[src/rtl/exc_commit_ctrl_pkg.sv]
// Shared encodings for precise-exception commit: CP0 ExcCodes, FSM states, default vector.
package exc_pkg;

  localparam logic [4:0] EXC_INT  = 5'd0;
  localparam logic [4:0] EXC_ADEL = 5'd4;
  localparam logic [4:0] EXC_ADES = 5'd5;
  localparam logic [4:0] EXC_SYS  = 5'd8;
  localparam logic [4:0] EXC_BP   = 5'd9;
  localparam logic [4:0] EXC_RI   = 5'd10;
  localparam logic [4:0] EXC_OV   = 5'd12;
  localparam logic [4:0] EXC_ERET = 5'd14;

  localparam logic [1:0] ST_IDLE   = 2'd0;
  localparam logic [1:0] ST_DRAIN  = 2'd1;
  localparam logic [1:0] ST_COMMIT = 2'd2;
  localparam logic [1:0] ST_REDIR  = 2'd3;

  localparam logic [31:0] EXC_VECTOR_DEF = 32'hBFC00380;

  typedef struct packed {
    logic [4:0]  code;
    logic [31:0] pc;
    logic        ds;
    logic [31:0] bad;
  } exc_lat_t;

  // Pipeline type word -> stored code; 1 stays as the interrupt marker, unknowns become RI.
  function automatic logic [4:0] exc_norm(input logic [4:0] c);
    case (c)
      5'h01, 5'h04, 5'h05, 5'h08, 5'h09, 5'h0a, 5'h0c, 5'h0e: exc_norm = c;
      default: exc_norm = EXC_RI;
    endcase
  endfunction

endpackage

[src/rtl/exc_commit_ctrl.sv]
// Precise-exception commit sequencer: IDLE -> DRAIN -> COMMIT -> REDIRECT.
// Optional drain watchdog with sticky wdog_err under macro EXC_WDOG_EN.
module exc_commit_ctrl import exc_pkg::*; #(
  parameter logic [31:0] EXC_VECTOR = EXC_VECTOR_DEF,
  parameter int unsigned WDOG_CYCLES = 255
) (
  input  logic        clk,
  input  logic        rst,
  input  logic        valid_m,
  input  logic [31:0] excepttype_m,
  input  logic [31:0] pc_m,
  input  logic        in_delayslot_m,
  input  logic [31:0] bad_addr_m,
  input  logic        mem_busy,
  input  logic [31:0] cp0_epc,
  output logic        stall_req,
  output logic        flush_all,
  output logic        newpc_valid,
  output logic [31:0] newpc,
  output logic        cp0_exc_we,
  output logic [4:0]  cp0_exccode,
  output logic        cp0_bd,
  output logic [31:0] cp0_epc_wdata,
  output logic        cp0_badvaddr_we,
  output logic [31:0] cp0_badvaddr,
  output logic        cp0_eret,
  output logic        busy
`ifdef EXC_WDOG_EN
  , output logic      wdog_err
`endif
);

  logic [1:0]  st, st_nxt;
  exc_lat_t    lat;
  logic        trig, in_commit, in_redir, is_eret, wdog_hit;
  logic [4:0]  c_exccode, h_exccode;
  logic [31:0] c_epc, h_epc, h_bva, r_newpc, h_newpc;
  logic        h_bd;

  assign trig      = (st == ST_IDLE) && valid_m && (excepttype_m != 32'd0);
  assign in_commit = (st == ST_COMMIT);
  assign in_redir  = (st == ST_REDIR);
  assign is_eret   = (lat.code == EXC_ERET);
  assign c_exccode = (lat.code == 5'h01) ? EXC_INT : lat.code;
  assign c_epc     = lat.ds ? lat.pc - 32'd4 : lat.pc;
  assign r_newpc   = is_eret ? cp0_epc : EXC_VECTOR;

`ifdef EXC_WDOG_EN
  logic [8:0] wcnt;
  logic       wdog_err_q;

  assign wdog_hit = (st == ST_DRAIN) && mem_busy && (wcnt + 9'd1 == WDOG_CYCLES[8:0]);
  assign wdog_err = wdog_err_q;

  always_ff @(posedge clk) begin
    if (rst) begin
      wcnt       <= '0;
      wdog_err_q <= 1'b0;
    end else begin
      wcnt <= (st == ST_DRAIN) ? wcnt + 9'd1 : 9'd0;
      if (wdog_hit) wdog_err_q <= 1'b1;
    end
  end
`else
  assign wdog_hit = 1'b0;
`endif

  always_comb begin
    st_nxt = st;
    case (st)
      ST_IDLE:   if (trig) st_nxt = mem_busy ? ST_DRAIN : ST_COMMIT;
      ST_DRAIN:  if (!mem_busy || wdog_hit) st_nxt = ST_COMMIT;
      ST_COMMIT: st_nxt = ST_REDIR;
      default:   st_nxt = ST_IDLE;
    endcase
  end

  always_ff @(posedge clk) begin
    if (rst) begin
      st        <= ST_IDLE;
      lat       <= '0;
      h_exccode <= '0;
      h_bd      <= 1'b0;
      h_epc     <= '0;
      h_bva     <= '0;
      h_newpc   <= '0;
    end else begin
      st <= st_nxt;
      if (trig) begin
        lat.code <= exc_norm(excepttype_m[4:0]);
        lat.pc   <= pc_m;
        lat.ds   <= in_delayslot_m;
        lat.bad  <= bad_addr_m;
      end
      if (in_commit) begin
        h_exccode <= c_exccode;
        h_bd      <= lat.ds;
        h_epc     <= c_epc;
        h_bva     <= lat.bad;
      end
      if (in_redir) h_newpc <= r_newpc;
    end
  end

  assign stall_req       = trig || (st == ST_DRAIN) || in_commit;
  assign flush_all       = in_redir;
  assign newpc_valid     = in_redir;
  assign newpc           = in_redir ? r_newpc : h_newpc;
  assign cp0_exc_we      = in_commit && !is_eret;
  assign cp0_eret        = in_commit && is_eret;
  assign cp0_exccode     = in_commit ? c_exccode : h_exccode;
  assign cp0_bd          = in_commit ? lat.ds : h_bd;
  assign cp0_epc_wdata   = in_commit ? c_epc : h_epc;
  assign cp0_badvaddr_we = in_commit && (lat.code == EXC_ADEL || lat.code == EXC_ADES);
  assign cp0_badvaddr    = in_commit ? lat.bad : h_bva;
  assign busy            = (st != ST_IDLE);

endmodule

[config.mk]
export PLATFORM = sky130hd
export DESIGN_NAME = exc_commit_ctrl
export DESIGN_NICKNAME = d
export VERILOG_FILES = /design/src/rtl/exc_commit_ctrl_pkg.sv /design/src/rtl/exc_commit_ctrl.sv
export SDC_FILE = /design/constraint.sdc
export NUM_CORES = 1
export LEC_CHECK = 0
export CAP_MARGIN = 25
export CORE_MARGIN = 3
export CORE_UTILIZATION = 50
export CTS_CLUSTER_DIAMETER = 80
export DETAILED_ROUTE_END_ITERATION = 8
export PLACE_DENSITY_LB_ADDON = 0.25
export SLEW_MARGIN = 20
export SYNTH_ARGS = -nofsm -noshare
export SYNTH_HDL_FRONTEND = slang
export SYNTH_SLANG_ARGS = --single-unit
[constraint.sdc]
create_clock -name clk -period 3.9 [get_ports clk]
set_clock_uncertainty 0.1 [all_clocks]
set_input_delay 0.78 -clock clk [delete_from_list [all_inputs] [get_ports clk]]
set_output_delay 0.78 -clock clk [all_outputs]
set_load 0.1 [all_outputs]
==> out/metrics.csv <==
metric;value;unit
status;finished clean;
R2R depth;7;
Max FO, Critical Path;9;
nets;1216;
GR Util met2;38.64;%
final setup vio count;0;
Lkg Pwr;0.004078;uW
clock sinks;174;
first-pass GRT wire length;30150;um
Rows;43;
GP Congestion;0.7838;
minimum clock period;3.715;ns
Clock transition at path regs;0.06;ns
CTS root buf;clkbuf_16;
Peak supply drop;0.0007410;V
WP data arrival;2.84;ns
Congestion Overflow GR;0;
Post-DP Area;0.009867;mm2
Yosys warning count;0;
top_reg_cell synth;dfxtp_1;
Final Cycle Share;95.27;%
Mapped Cells;872;
Startpoint Class;flip-flop;
crit path from;lat[50]$_SDFFE_PP0P_;
clock buffer count from CTS;17;
H-tree depth;4;
CP required;3.02;ns
drt wl/cell;15.18;um
cell with the most instances after synthesis;dfxtp_1;
I/O Buffers;241;
Synth top area share;47.49;%
CTS tree;done;
area grow syn2layout;42.58;%
Post-synth EDFFs;0;
Die Span Y;127.1;um
critical register-to-register path startpoint;st[0]$_SDFFE_PP0P_;
diode count;0;
fin area;0.01046;mm2
Die Span X;127.1;um
die area;0.01616;mm2
ANT nets after route;0;
dominant cell type by area after synthesis;dfxtp_1;
Iteration-0 DRC Markers;326;
crit path kind;reg -> out;
Syn Area/Cell;8.411;um2
met1 usage;28.49;%
crit path capture;cp0_epc_wdata[29];
Seq/Total Area, Yosys;47.49;%
FF+latch count, synth;174;
MaxCap Viol Count;0;
most common library cells after synthesis;dfxtp_1, nand2_1, a21oi_1;
FMAX;269.1;MHz
largest net degree at the start of global routing;82;
Final Hold Viols;0;
drt via density;5.174;
largest cells by area after synthesis;dfxtp_1, nand2_1, a21oi_1;
worst hold path class;reg -> reg;
busiest grt layer;met2;
synthesized area;0.007335;mm2
max-slew violations;0;
WHS;0.3528;ns
fraction of registers with async set/reset;0;%
FF-to-FF End;lat[66]$_SDFFE_PP0P_;
dpl hpwl;13250;um
Core Box Area;0.01410;mm2
worst skew pair latency;0.42;ns
met3 usage;6.731;%
Total Routed Length;19290;um
drt first pass iters;5;
relative slew slack;42.43;%
r2r setup slk;1.40;ns
Pwr Density;869.5;mW/mm2
RSZ-0062 raised after global routing;no;
vias in the first global route;6209;
Syn Nets;1010;
synth unique cells;45;
Max Buffers Root-to-Sink;2;
Initial Util;52.03;%
Tightest Pin Transition;0.8635;ns
initial antenna violation count;0;
DRC viols;0;
layout cells sized above 1;20.26;%
IO Pins;242;
Setup Buffers After CTS;0;
Via Count;6576;
CP Capture Type;output pin;
GRT Util Overall;22.92;%
-- how the worst min path moves through the flow --
| stage | start | to | slack [ns] | depth (start not counted) |
|---|---|---|---|---|
| 4_1_cts | lat[0]$_SDFFE_PP0P_ | lat[0]$_SDFFE_PP0P_ | 0.36 | 2 |
| 5_1_grt | lat[28]$_SDFFE_PP0P_ | lat[28]$_SDFFE_PP0P_ | 0.37 | 2 |
| 6_report | lat[25]$_SDFFE_PP0P_ | lat[25]$_SDFFE_PP0P_ | 0.35 | 2 |
| 2_1_floorplan | lat[0]$_SDFFE_PP0P_ | lat[0]$_SDFFE_PP0P_ | 0.33 | 2 |
| 3_5_place_dp | lat[20]$_SDFFE_PP0P_ | lat[20]$_SDFFE_PP0P_ | 0.34 | 2 |
| 3_3_place_gp | lat[20]$_SDFFE_PP0P_ | lat[20]$_SDFFE_PP0P_ | 0.34 | 2 |
-- cell families (layout without fill, tap and decap cells) --
kind of cell,count (synthesis),in the layout,share of synthesized area (%)
fa+ha+maj,5,5,0.8530
compound gates,166,166,12.69
flops,174,174,47.49
buf+inv,90,309,4.708
xor+xnor,25,25,2.985
simple gates,372,372,25.15
mux,40,40,6.124
-- power by group --
group | internal (uW) | switching, uW
registers | 2070 | 164
clock network | 960 | 701
logic | 1470 | 3730
-- routing by layer --
layer | vias up | share of wire, %
li1 | 3334 | -
met1 | 3030 | 42
met2 | 193 | 49
met3 | 19 | 7.3
met4 | 0 | 1.5
met5 | - | 0
-- layout make-up --
cell class                 instances  area (um2)
clock buffer                      18       439.2
inverter                          28       105.1
multi-input combinational        608        3617
fill                            1086        3638
clock inverter                    14       140.1
sequential                       174        3483
timing repair buffer             249        2447
tap                              180       225.2
-- placed cells by master, fill, tap and decap left out, drive strengths merged, types with 4 or more instances in the layout --
cell type        n
xnor2           20
dfxtp          174
o21ai           22
xor2             5
or4              4
nor2b           83
clkbuf          18
nand3           24
a21oi          107
a31oi            6
inv             31
mux2            39
buf            118
nor4            14
nand2          144
nor3            13
clkdlybuf4s50  131
a211oi          21
nor2            66
clkinv           7
ha               5
-- sequential cells by signal, summed over array words and instances, names as in the netlist --
name,cells
h_bva,32
h_bd,1
h_epc,32
lat,70
st,2
h_newpc,32
h_exccode,5
-- timing repair --
action | 4_1_cts | 5_1_grt
hold buffers | 0 | 0
endpoints found under the hold margin | 0 | 0
endpoints found under the setup margin | 0 | 11
gates resized for setup | 0 | 2
-- through the flow --
| stage | setup slack (ns) | total power, uW | util (%) | cells | setup TNS (ns) |
|---|---|---|---|---|---|
| 6_report | 0.1846 | 9093 | 74.19 | 1271 | 0 |
| 5_1_grt | 0.06056 | 9450 | 74.19 | 1271 | 0 |
| 4_1_cts | 0.03900 | 9141 | 74.11 | 1271 | 0 |
| 3_5_place_dp | 0.2033 | 7473 | 70.00 | 1239 | 0 |
| 3_3_place_gp | 0.2235 | 7428 | 70.00 | 1239 | 0 |
| 2_1_floorplan | -0.5654 | 6044 | - | 872 | -4.174 |
-- critical path, cell delays in order (launching register included) --
cell      delay, ns
dfxtp_1        0.38
nor4_1         0.72
nand4b_4       0.30
nor3_1         0.37
xnor2_1        0.15
a21oi_1        0.29
buf_12         0.22
Power figures use the tool's default switching activity.
